===== src/rtl/cla_subtractor_seq.sv =====
// Sequential two's-complement subtractor: Diff = A - B - Borrow_In, resolved one
// carry-lookahead slice per clock with a Start/Busy/Done handshake.
module cla_subtractor_seq #(
  parameter int unsigned WIDTH = 16,
  parameter int unsigned SLICE = 4
) (
  input  logic             clock,
  input  logic             reset,
  input  logic             Start,
  input  logic [WIDTH-1:0] A,
  input  logic [WIDTH-1:0] B,
  input  logic             Borrow_In,
  output logic [WIDTH-1:0] Diff,
  output logic             Borrow_Out,
  output logic             Overflow,
  output logic             Busy,
  output logic             Done
);

  localparam int unsigned NSlices = WIDTH / SLICE;
  localparam int unsigned CntW    = (NSlices > 1) ? $clog2(NSlices) : 1;
  localparam logic [CntW-1:0] LastSlice = CntW'(NSlices - 1);

  typedef enum logic [1:0] {StIdle, StRun, StDone} state_e;

  state_e           state_q;
  logic [CntW-1:0]  cnt_q;
  logic [WIDTH-1:0] a_q;
  logic [WIDTH-1:0] nb_q;
  logic [WIDTH-1:0] work_q;
  logic             carry_q;

  int unsigned      base;
  logic [SLICE-1:0] sa;
  logic [SLICE-1:0] snb;
  logic [SLICE-1:0] g;
  logic [SLICE-1:0] p;
  logic [SLICE:0]   c;
  logic [SLICE-1:0] s;
  logic             term;
  logic [WIDTH-1:0] work_nxt;

  // Slice adder on A + ~B + ~Borrow_In; each carry is a flat sum-of-products.
  always_comb begin
    base = 32'(cnt_q) * SLICE;
    sa   = a_q[base +: SLICE];
    snb  = nb_q[base +: SLICE];
    g    = sa & snb;
    p    = sa ^ snb;
    c    = '0;
    term = 1'b0;
    c[0] = carry_q;
    for (int i = 0; i < int'(SLICE); i++) begin
      term = carry_q;
      for (int k = 0; k <= i; k++) term = term & p[k];
      c[i+1] = term;
      for (int j = 0; j <= i; j++) begin
        term = g[j];
        for (int k = j + 1; k <= i; k++) term = term & p[k];
        c[i+1] = c[i+1] | term;
      end
    end
    s        = p ^ c[SLICE-1:0];
    work_nxt = work_q;
    work_nxt[base +: SLICE] = s;
  end

  always_ff @(posedge clock) begin
    if (reset) begin
      state_q    <= StIdle;
      cnt_q      <= '0;
      a_q        <= '0;
      nb_q       <= '0;
      work_q     <= '0;
      carry_q    <= 1'b0;
      Diff       <= '0;
      Borrow_Out <= 1'b0;
      Overflow   <= 1'b0;
      Busy       <= 1'b0;
      Done       <= 1'b0;
    end else begin
      unique case (state_q)
        StIdle, StDone: begin
          Done <= 1'b0;
          if (Start) begin
            a_q     <= A;
            nb_q    <= ~B;
            carry_q <= ~Borrow_In;
            cnt_q   <= '0;
            work_q  <= '0;
            Busy    <= 1'b1;
            state_q <= StRun;
          end else begin
            state_q <= StIdle;
          end
        end
        StRun: begin
          work_q  <= work_nxt;
          carry_q <= c[SLICE];
          cnt_q   <= cnt_q + 1'b1;
          if (cnt_q == LastSlice) begin
            Diff       <= work_nxt;
            Borrow_Out <= ~c[SLICE];
            // nb_q holds ~B, so equal MSBs mean A and B differ in sign.
            Overflow   <= (a_q[WIDTH-1] == nb_q[WIDTH-1]) &&
                          (work_nxt[WIDTH-1] != a_q[WIDTH-1]);
            Busy       <= 1'b0;
            Done       <= 1'b1;
            state_q    <= StDone;
          end
        end
        default: begin
          Busy    <= 1'b0;
          Done    <= 1'b0;
          state_q <= StIdle;
        end
      endcase
    end
  end

endmodule


===== config.mk =====
export PLATFORM = sky130hd
export DESIGN_NAME = cla_subtractor_seq
export DESIGN_NICKNAME = d
export VERILOG_FILES = /design/src/rtl/cla_subtractor_seq.sv
export SDC_FILE = /design/constraint.sdc
export NUM_CORES = 1
export LEC_CHECK = 0
export CAP_MARGIN = 25
export CORE_MARGIN = 1.5
export CORE_UTILIZATION = 25
export DETAILED_ROUTE_END_ITERATION = 10
export GPL_ROUTABILITY_DRIVEN = 0
export HOLD_SLACK_MARGIN = 0.12
export PLACE_DENSITY = 0.54
export SLEW_MARGIN = 40
export SYNTH_ARGS = -nofsm -noshare
export SYNTH_HDL_FRONTEND = slang
export SYNTH_SLANG_ARGS = --single-unit
export TNS_END_PERCENT = 50

===== constraint.sdc =====
create_clock -name clock -period 8.4 [get_ports clock]
set_input_delay 1.26 -clock clock [delete_from_list [all_inputs] [get_ports clock]]
set_output_delay 1.26 -clock clock [all_outputs]
set_load 0.02 [all_outputs]

After elaboration in Yosys (flattened, before gate mapping)

Index checks and enable logic that the tools add are counted.

Mux-type cells: 13
Eq/ne operators: 7
Multipliers: 0
Reduce and logical (&&, ||, !) cells: 9
Add/sub/neg operators: 2
Bitwise logic cells: 27
Div/mod/pow operators: 0
Shift operators: 4
Order comparisons: 0

Operator list:

| kind                                                                     | count |
|---|---|
| 4-bit negation with 34-bit output                                        | 1 |
| 4-bit by 34-bit variable shift with 16-bit output (first input constant) | 1 |
| 4-bit by 34-bit variable part select with 16-bit output                  | 1 |
| 16-bit case mux with 2 select lines                                      | 1 |
| 16-bit by 5-bit variable part select with 4-bit output                   | 2 |
| 16-bit bitwise mux                                                       | 1 |
| 16-bit 2-to-1 mux                                                        | 1 |
| 16-bit NOT                                                               | 1 |
| 1-bit bitwise AND                                                        | 10 |
| 1-bit OR                                                                 | 10 |
| 2-bit case mux with 2 select lines                                       | 2 |
| 2-bit AND reduction                                                      | 4 |
| 4-bit bitwise XOR                                                        | 2 |
| 4-bit bitwise AND                                                        | 1 |
| 2-bit equality test (second input constant)                              | 2 |
| 1-bit 2-to-1 mux                                                         | 4 |
| 2-bit 2-to-1 mux                                                         | 2 |
| 2-bit inequality test (second input constant)                            | 2 |
| 1-bit case mux with 2 select lines                                       | 2 |
| 2-bit OR reduction                                                       | 2 |
| 1-bit NOT                                                                | 3 |
| 2-bit by 1-bit adder with 2-bit output (second input constant)           | 1 |
| 2-bit by 1-bit equality test with 1-bit output (second input constant)   | 1 |
| 2-bit logical NOT                                                        | 1 |
| 4 further kinds                                                          | 4 |

Latch bits: 0
Memories kept: 0
Register bits after elaboration: 73
Bits in read-only memories: 0
Bits in writable memories: 0
Logic and storage cells: 73
Output and inout port bits: 20

Logic depth before layout (Yosys ltp)

Gate-level depths: netlist of the first run.

Word-level depth: 13
Gate-level depth with buffers: 8
Gate-level depth less buffers: 7

Least setup slack after synthesis of the first run

OpenSTA, ideal clock, no wires.

Path kind: reg-to-reg
Start: register cnt_q[0]
End: register Diff[10]
Cell stages (with the launch flop): 9
Period minus slack after synthesis: 2.752 ns
Slack: 5.648 ns
Arrival time: 2.618 ns
Library setup time: 0.134 ns
Path buffers: 1
Path through: dfxtp_1 -> buf_4 -> mux4_2 -> ha_1 -> ha_1 -> o21a_1 -> or3_1 -> a32oi_1 -> a211oi_1

Longest elaborated chain between the ends: 11
Elaborated cells between the ends (all ways): 23
Those cells by class: add/sub: 1; eq/ne: 1; shift: 4; mux: 1; bitwise: 15; reduce/logical: 1

RTL lines:

| what                                                                             | RTL line | source |
|---|---|---|
| start, declared                                                                  | 27       | `logic [CntW-1:0] cnt_q;` |
| start signal, assigned                                                           | 100      | `cnt_q <= cnt_q + 1'b1;` |
| 16-bit by 5-bit variable part select with 4-bit output, on equally long branches | 46, 47   |  |
| 4-bit bitwise XOR                                                                | 49       | `p = sa ^ snb;` |
| 1-bit bitwise AND (3 in series)                                                  | 55       | `for (int k = 0; k <= i; k++) term = term & p[k];` |
| 1-bit OR (3 in series)                                                           | 60       | `c[i+1] = c[i+1] \| term;` |
| 4-bit bitwise XOR                                                                | 63       | `s = p ^ c[SLICE-1:0];` |
| 4-bit by 34-bit variable part select with 16-bit output                          | 65       | `work_nxt[base +: SLICE] = s;` |
| 16-bit bitwise mux                                                               | 65       |  |
| end signal, assigned                                                             | 102      | `Diff <= work_nxt;` |
| end, declared                                                                    | 13       | `output logic [WIDTH-1:0] Diff,` |

Several ways; a longest one is shown, not always the timed one.
A chain may end at the register's enable or synchronous reset.

Worst setup path after layout of the first run

Ends and elaborated chain as after synthesis.

==> out/metrics.csv, run 1 <==
stage,metric,value,unit
grt,first-pass GRT wire length,13.1,mm
cts,later-pin clock latency in the skew report,0.33,ns
worst_setup_path,worst reg-to-reg setup slack,5.51,ns
worst_setup_path,Worst Path Required,8.59,ns
cells_and_area,"Area growth, synth to finish",31.0,%
worst_setup_path,CP Class,reg -> reg,
synthesis,sequential fraction of the synthesis area,45.2,%
sta,Fin. Hold Viols,0,
synthesis,Synth Cell Area,3230,µm²
cells_and_area,share of cells above drive strength 1,8.98,%
synthesis,Yosys reg bits,73,
grt,Total GRT Usage,12.7,%
detailed_routing,Via Count,2625,
synthesis,post-synth top area share,45.2,%
synthesis,"count leader, synth",dfxtp_1,
sta,Fmax achieved,346,MHz
synthesis,fraction of registers with async set/reset,0,%
worst_setup_path,startpoint class of the critical path,flop,
cts,PostCTS Resize Cnt,0,
detailed_routing,ANT nets after route,0,
worst_setup_path,crit-path max FO,18,
power_and_ir_drop,Peak VDD IR,112,µV
placement,PortBufs,55,
cts,CTS buffer count,9,
cts,CTS clock-pin slew for the worst setup and hold paths,0.06,ns
cts,CTS H-tree lvls,3,
sta,setup tns final,0,ns
sta,Slew HR,54.4,%
sta,Max Slew Vio Count,0,
synthesis,top post-synthesis cells by area,"dfxtp_1 45%, mux4_2 5.6%, a211oi_1 5.3%",
synthesis,number of enable flip-flop cells after synthesis,0,
cells_and_area,final core occ,33.6,%
cts,# clock sinks,73,
cts,TritonCTS clock tree,done,
sta,min Tclk post-route,2.89,ns
floorplan,std cell rows,41,
synthesis,post-synth net total,400,
detailed_routing,routed len/inst,13.8,µm
synthesis,cell count after synthesis,352,
floorplan,starting density of the core,25.6,%
synthesis,Commonest cells post-synth,"73 x dfxtp_1, 46 x nor2_1, 44 x nand2_1, 29 x a21oi_1, 23 x a211oi_1",
sta,unrepaired setup endpoints after global routing,false,
placement,dpl hpwl,5.79,mm
sta,worst hold margin,0.454,ns
synthesis,cell taking the most area after synthesis,dfxtp_1,
detailed_routing,# DRC,0,
cts,Longest Clk Path Bufs,2,
hold_path,Min-Delay Path Class,reg -> reg,
placement,Inst Count DP,557,
sta,Slew @ Worst Pin,0.685,ns
sta,final setup violation count,0,
grt,grt total ovfl,0,
cts,Setup Buffers After CTS,0,
grt,antenna violations before repair,0,
run_status,status,completed,
sta,Max Clock Skew,0.00747,ns
synthesis,Main synth FF type,dfxtp_1,
sta,fin crit share,34.4,%
cells_and_area,"non-filler cells, final",573,
cells_and_area,# diodes,0,
floorplan,Die Area,13600,µm²
grt,largest net degree at the start of global routing,59,
worst_setup_path,Worst EP arrival,3.07,ns
power_and_ir_drop,Leak Pwr,1.53,nW
synthesis,Yosys cell types,48,
synthesis,Yosys warning count,0,
detailed_routing,final WL,7.90,mm
power_and_ir_drop,power density cells,209,nW/µm²
floorplan,Core ar.,12600,µm²
power_and_ir_drop,total power,0.000886,W
cts,hold buffer count at cts,0,
job,MaxCap Viol Count,0,
floorplan,die height,117,µm
grt,number of global-route vias before repair,2604,
detailed_routing,via density per instance,4.58,
cts,Clock Tree Root,clkbuf_16,
cells_and_area,nets@finish,444,
detailed_routing,starting DRC count in detailed routing,133,
floorplan,Die W,117,µm
worst_setup_path,Crit. End Element,flop,
synthesis,syn avg cell area,9.19,µm²
detailed_routing,Pre-Repair DR Iteration Count,4,
floorplan,IO Pins,56,
-- metal layers --
layer  GRT usage [%]  wire length [µm]  share of wire [%]
met1            16.3              3750                 47
met2            20.2              3700                 47
met3            3.79               377                4.8
met4            4.50                76               0.96
met5               0                 0                  0
-- layout make-up --
class | count | area (µm²)
Sequential cell | 73 | 1460
Timing Repair Buffer | 56 | 563
Tap cell | 172 | 215
Inverter | 9 | 33.8
Clock buffer | 10 | 229
Multi-Input combinational cell | 247 | 1640
Clock inverter | 6 | 90.1
Fill cell | 1352 | 8380
-- placed cells by master, fill, tap and decap left out, types with 2 or more instances in the layout --
cell and n:
dfxtp_1 72, clkdlybuf4s50_1 54, nor2_1 46, nand2_1 44, a21oi_1 29, a211oi_1 23
ha_1 11, inv_1 9, clkbuf_16 9, mux4_2 8, o21ai_0 8, o21ai_1 7
nand3_1 6, nor2b_1 6, nand2b_1 5, nor3_1 5, or3_1 4, a22o_1 4
o2bb2ai_1 4, a311oi_1 3, a21o_1 3, a32o_1 3, a221oi_1 2, and4bb_1 2
o21ai_2 2, bufinv_16 2
-- sequential cells by signal, summed over array words and instances, names as in the netlist --
name,cells
Diff,16
a_q,16
nb_q,16
work_q,16
cnt_q,2
state_q,2
Borrow_Out,1
Busy,1
Done,1
Overflow,1
carry_q,1
-- where the power goes --
part / switching (W) / leakage, nW / internal (W)
logic: 0.0000578 / 0.779 / 0.0000477
registers: 0.0000112 / 0.596 / 0.000361
clock network: 0.000147 / 0.153 / 0.000261
total: 0.000216 / 1.53 / 0.000669
-- critical path, cell delays in order, from the launching register on --
cell and delay (ns):
dfxtp_2 0.64, mux4_2 0.59, ha_1 0.31, ha_1 0.21
o21a_1 0.22, or3_1 0.40, a32oi_1 0.28, a211oi_1 0.10
-- cells by family after synthesis --
family          share of synthesized area [%]
xor+xnor                                0.271
mux                                      5.57
buf+inv                                  4.29
compound gates                           21.1
fa+ha+maj                                4.87
simple gates                             18.7
flops                                    45.2
-- through the flow --
stage	worst slack, ns	instance area, µm²
floorplan	5.65	3230
global placement	5.07	3900
detailed placement	5.47	3920
CTS	5.52	4240
global route	5.34	4240
finish	5.51	4240
-- path summary, 6_finish.rpt --
kind | start | end | cells after the start
setup / recovery | cnt_q[0] | Diff[10] | 7
hold / removal | work_q[9] | work_q[9] | 2
setup reg to reg | cnt_q[0] | Diff[10] | 7
hold reg to reg | work_q[9] | work_q[9] | 2
Power figures use the tool's default switching activity.
==> run 2: changes to the inputs <==
==> constraint.sdc (replaced) <==
create_clock -name clock -period 2.8 [get_ports clock]
set_input_delay 0.42 -clock clock [delete_from_list [all_inputs] [get_ports clock]]
set_output_delay 0.42 -clock clock [all_outputs]
set_load 0.02 [all_outputs]
==> run 2 against run 1 <==
Net effect: core utilization is 0.13 points higher; final area rose by 0.38%; fmax up 11%; via count is 2.3% higher; first-iteration DRC count is 6.0% lower; flip-flop and latch count unchanged; register-to-register slack worse by 5.3 ns; critical path depth unchanged; global-route usage increased by 0.19 points.
==> out/metrics.csv, run 2 (same netlist as run 1, synthesis figures left out) <==
stage,metric,value,unit,change
detailed_routing,Met1 Wirelength,3.60,mm,-4.0%
detailed_routing,ANT nets after route,0,,unchanged
worst_setup_path,cell family with the largest share of critical-path delay,multiplexers,,
grt,antenna violations before repair,0,,unchanged
detailed_routing,starting DRC count in detailed routing,125,,-6.0%
placement,PortBufs,55,,unchanged
cells_and_area,sequential cell area,1460,µm²,unchanged
sta,unrepaired setup endpoints after global routing,false,,
grt,largest net degree at the start of global routing,44,,-25%
worst_setup_path,worst flop-to-flop path startpoint,cnt_q[0],,
worst_setup_path,Worst Path Required,3.02,ns,-5.57 ns
run_status,status,completed,,
cells_and_area,# diodes,0,,unchanged
sta,Fmax achieved,386,MHz,+11%
worst_setup_path,Critical Path Start,cnt_q[0],,
grt,number of global-route vias before repair,2607,,+0.12%
cts,CTS buffer count,9,,unchanged
cells_and_area,nets@finish,451,,+1.6%
cts,Clock Tree Root,clkbuf_16,,
sta,final setup violation count,0,,unchanged
power_and_ir_drop,Peak VDD IR,295,µV,+160%
worst_setup_path,crit-path max FO,5,,-13
detailed_routing,met2 wire length,4.02,mm,+8.5%
worst_setup_path,worst-path cell chain,"mux4_2, ha_1, ha_1, o211a_1, nor3_1, nor2_1, a32o_1",,
worst_setup_path,reg2reg end,work_q[3],,
cts,later-pin clock latency in the skew report,0.33,ns,about the same
detailed_routing,final WL,8.21,mm,+3.8%
detailed_routing,via density per instance,4.63,,+1.1%
hold_path,hold depth,1,,-1
worst_setup_path,CP Buf/Inv Count,0,,unchanged
power_and_ir_drop,Leak Pwr,1.55,nW,+1.6%
worst_setup_path,startpoint class of the critical path,flop,,
hold_path,hold path start,work_q[13],,
worst_setup_path,max incr delay on CP,0.55,ns,-0.09 ns
detailed_routing,Routed met3 length,434,µm,+15%
cts,Longest Clk Path Bufs,2,,unchanged
detailed_routing,Max Used Layer,met4,,
worst_setup_path,CP max stage cell,mux4_2,,
detailed_routing,routed len/inst,14.2,µm,+2.6%
sta,Slew HR,55.1,%,+0.78 points
detailed_routing,Pre-Repair DR Iteration Count,4,,unchanged
job,MaxCap Viol Count,0,,unchanged
worst_setup_path,"most used cell, CP",ha_1,,
cells_and_area,share of cells above drive strength 1,10.0,%,+1.1 points
grt,grt total ovfl,0,,unchanged
sta,Slew @ Worst Pin,0.673,ns,-0.0117 ns
worst_setup_path,CP Class,reg -> reg,,
sta,Max Clock Skew,0.00329,ns,-0.00417 ns
sta,Fin. Hold Viols,0,,unchanged
worst_setup_path,Crit. End Element,flop,,
detailed_routing,# DRC,0,,unchanged
cts,Setup Buffers After CTS,0,,unchanged
worst_setup_path,Worst EP arrival,2.82,ns,-0.25 ns
floorplan,Die W,117,µm,unchanged
detailed_routing,Via Count,2686,,+2.3%
cells_and_area,Layout fillers,1354,,+0.15%
power_and_ir_drop,power density cells,605,nW/µm²,+190%
floorplan,die height,117,µm,unchanged
hold_path,Hold Path Sink,work_q[13],,
floorplan,std cell rows,41,,unchanged
sta,setup tns final,0,ns,unchanged
cts,# clock sinks,73,,unchanged
worst_setup_path,worst reg-to-reg setup slack,0.21,ns,-5.31 ns
cts,TritonCTS clock tree,done,,
cells_and_area,design area,4250,µm²,+0.38%
hold_path,Min-Delay Path Class,reg -> reg,,
sta,fin crit share,92.6,%,+58 points
grt,Total GRT Usage,12.8,%,+0.19 points
placement,DP Area,3960,µm²,+1.0%
placement,dpl hpwl,6.11,mm,+5.5%
floorplan,Die Area,13600,µm²,unchanged
cells_and_area,"Area growth, synth to finish",31.5,%,
power_and_ir_drop,total power,0.00257,W,+190%
cts,CTS clock-pin slew for the worst setup and hold paths,0.06,ns,about the same
sta,Max Slew Vio Count,0,,unchanged
grt,first-pass GRT wire length,13.2,mm,+0.31%
floorplan,Core ar.,12600,µm²,unchanged
cells_and_area,area occupied by multi-input gates,1650,µm²,+0.15%
worst_setup_path,r2r worst-path depth,7,,unchanged
floorplan,starting density of the core,25.6,%,unchanged
cells_and_area,"commonest non-fill, non-tap cell in the layout",dfxtp_1,,
cells_and_area,most frequent cells in the layout,"72 x dfxtp_1, 54 x clkdlybuf4s50_1, 46 x nor2_1",,
sta,min Tclk post-route,2.59,ns,-0.293 ns
floorplan,IO Pins,56,,unchanged
cts,CTS H-tree lvls,3,,unchanged
## run 2: stage by stage
| stage | hold slack [ns] | util (%) | setup WS [ns] | cells |
|---|---|---|---|---|
| floorplan | 0.418 | - | 0.0477 | 352 |
| detailed placement | 0.437 | 31.4 | 0.100 | 564 |
| global route | 0.465 | 33.7 | 0.0138 | 580 |
| CTS | 0.449 | 33.7 | 0.0921 | 580 |
| global placement | 0.430 | 31.4 | 0.166 | 564 |
| finish | 0.447 | 33.7 | 0.207 | 580 |
## run 2: power breakdown
group          internal, W  total [W]  switching (W)
Clock             0.000711    0.00112       0.000414
Combinational     0.000154   0.000338       0.000184
Sequential         0.00108    0.00111      0.0000285
## run 2: how the worst max path moves through the flow
stage,to,slack (ns),cells past startpoint
final,work_q[3],0.21,7
after global routing,Overflow,0.01,7
after CTS,Overflow,0.09,7
after detailed placement,Overflow,0.10,7
after global placement,work_q[14],0.17,8
after floorplan,Diff[10],0.05,8
## run 2: metal layers
metal,global-route usage [%],vias up
met2,21.9,62
li1,-,1360
met5,0,-
met4,4.98,0
met1,15.2,1250
met3,3.79,14
## run 2: worst register-to-register path: stages, from the launching register on
cell and delay (ns):
dfxtp_2 0.41, mux4_2 0.56, ha_1 0.32, ha_1 0.22
o211a_1 0.27, nor3_1 0.30, nor2_1 0.15, a32o_1 0.28
## run 2: cell type report
class | count | share of cell area, %
clock buffers | 13 | 5.88
clock inverters | 3 | 0.941
inverters | 9 | 0.794
multi-input cells | 247 | 38.7
flip-flops and latches | 73 | 34.4
well taps | 172 | 5.06
repair buffers | 63 | 14.2
## run 2: repair_timing
item,in CTS,in global routing
hold buffers,0,0
gates resized for setup,0,2
endpoints found under the hold margin,0,0
setup endpoints to repair,0,16
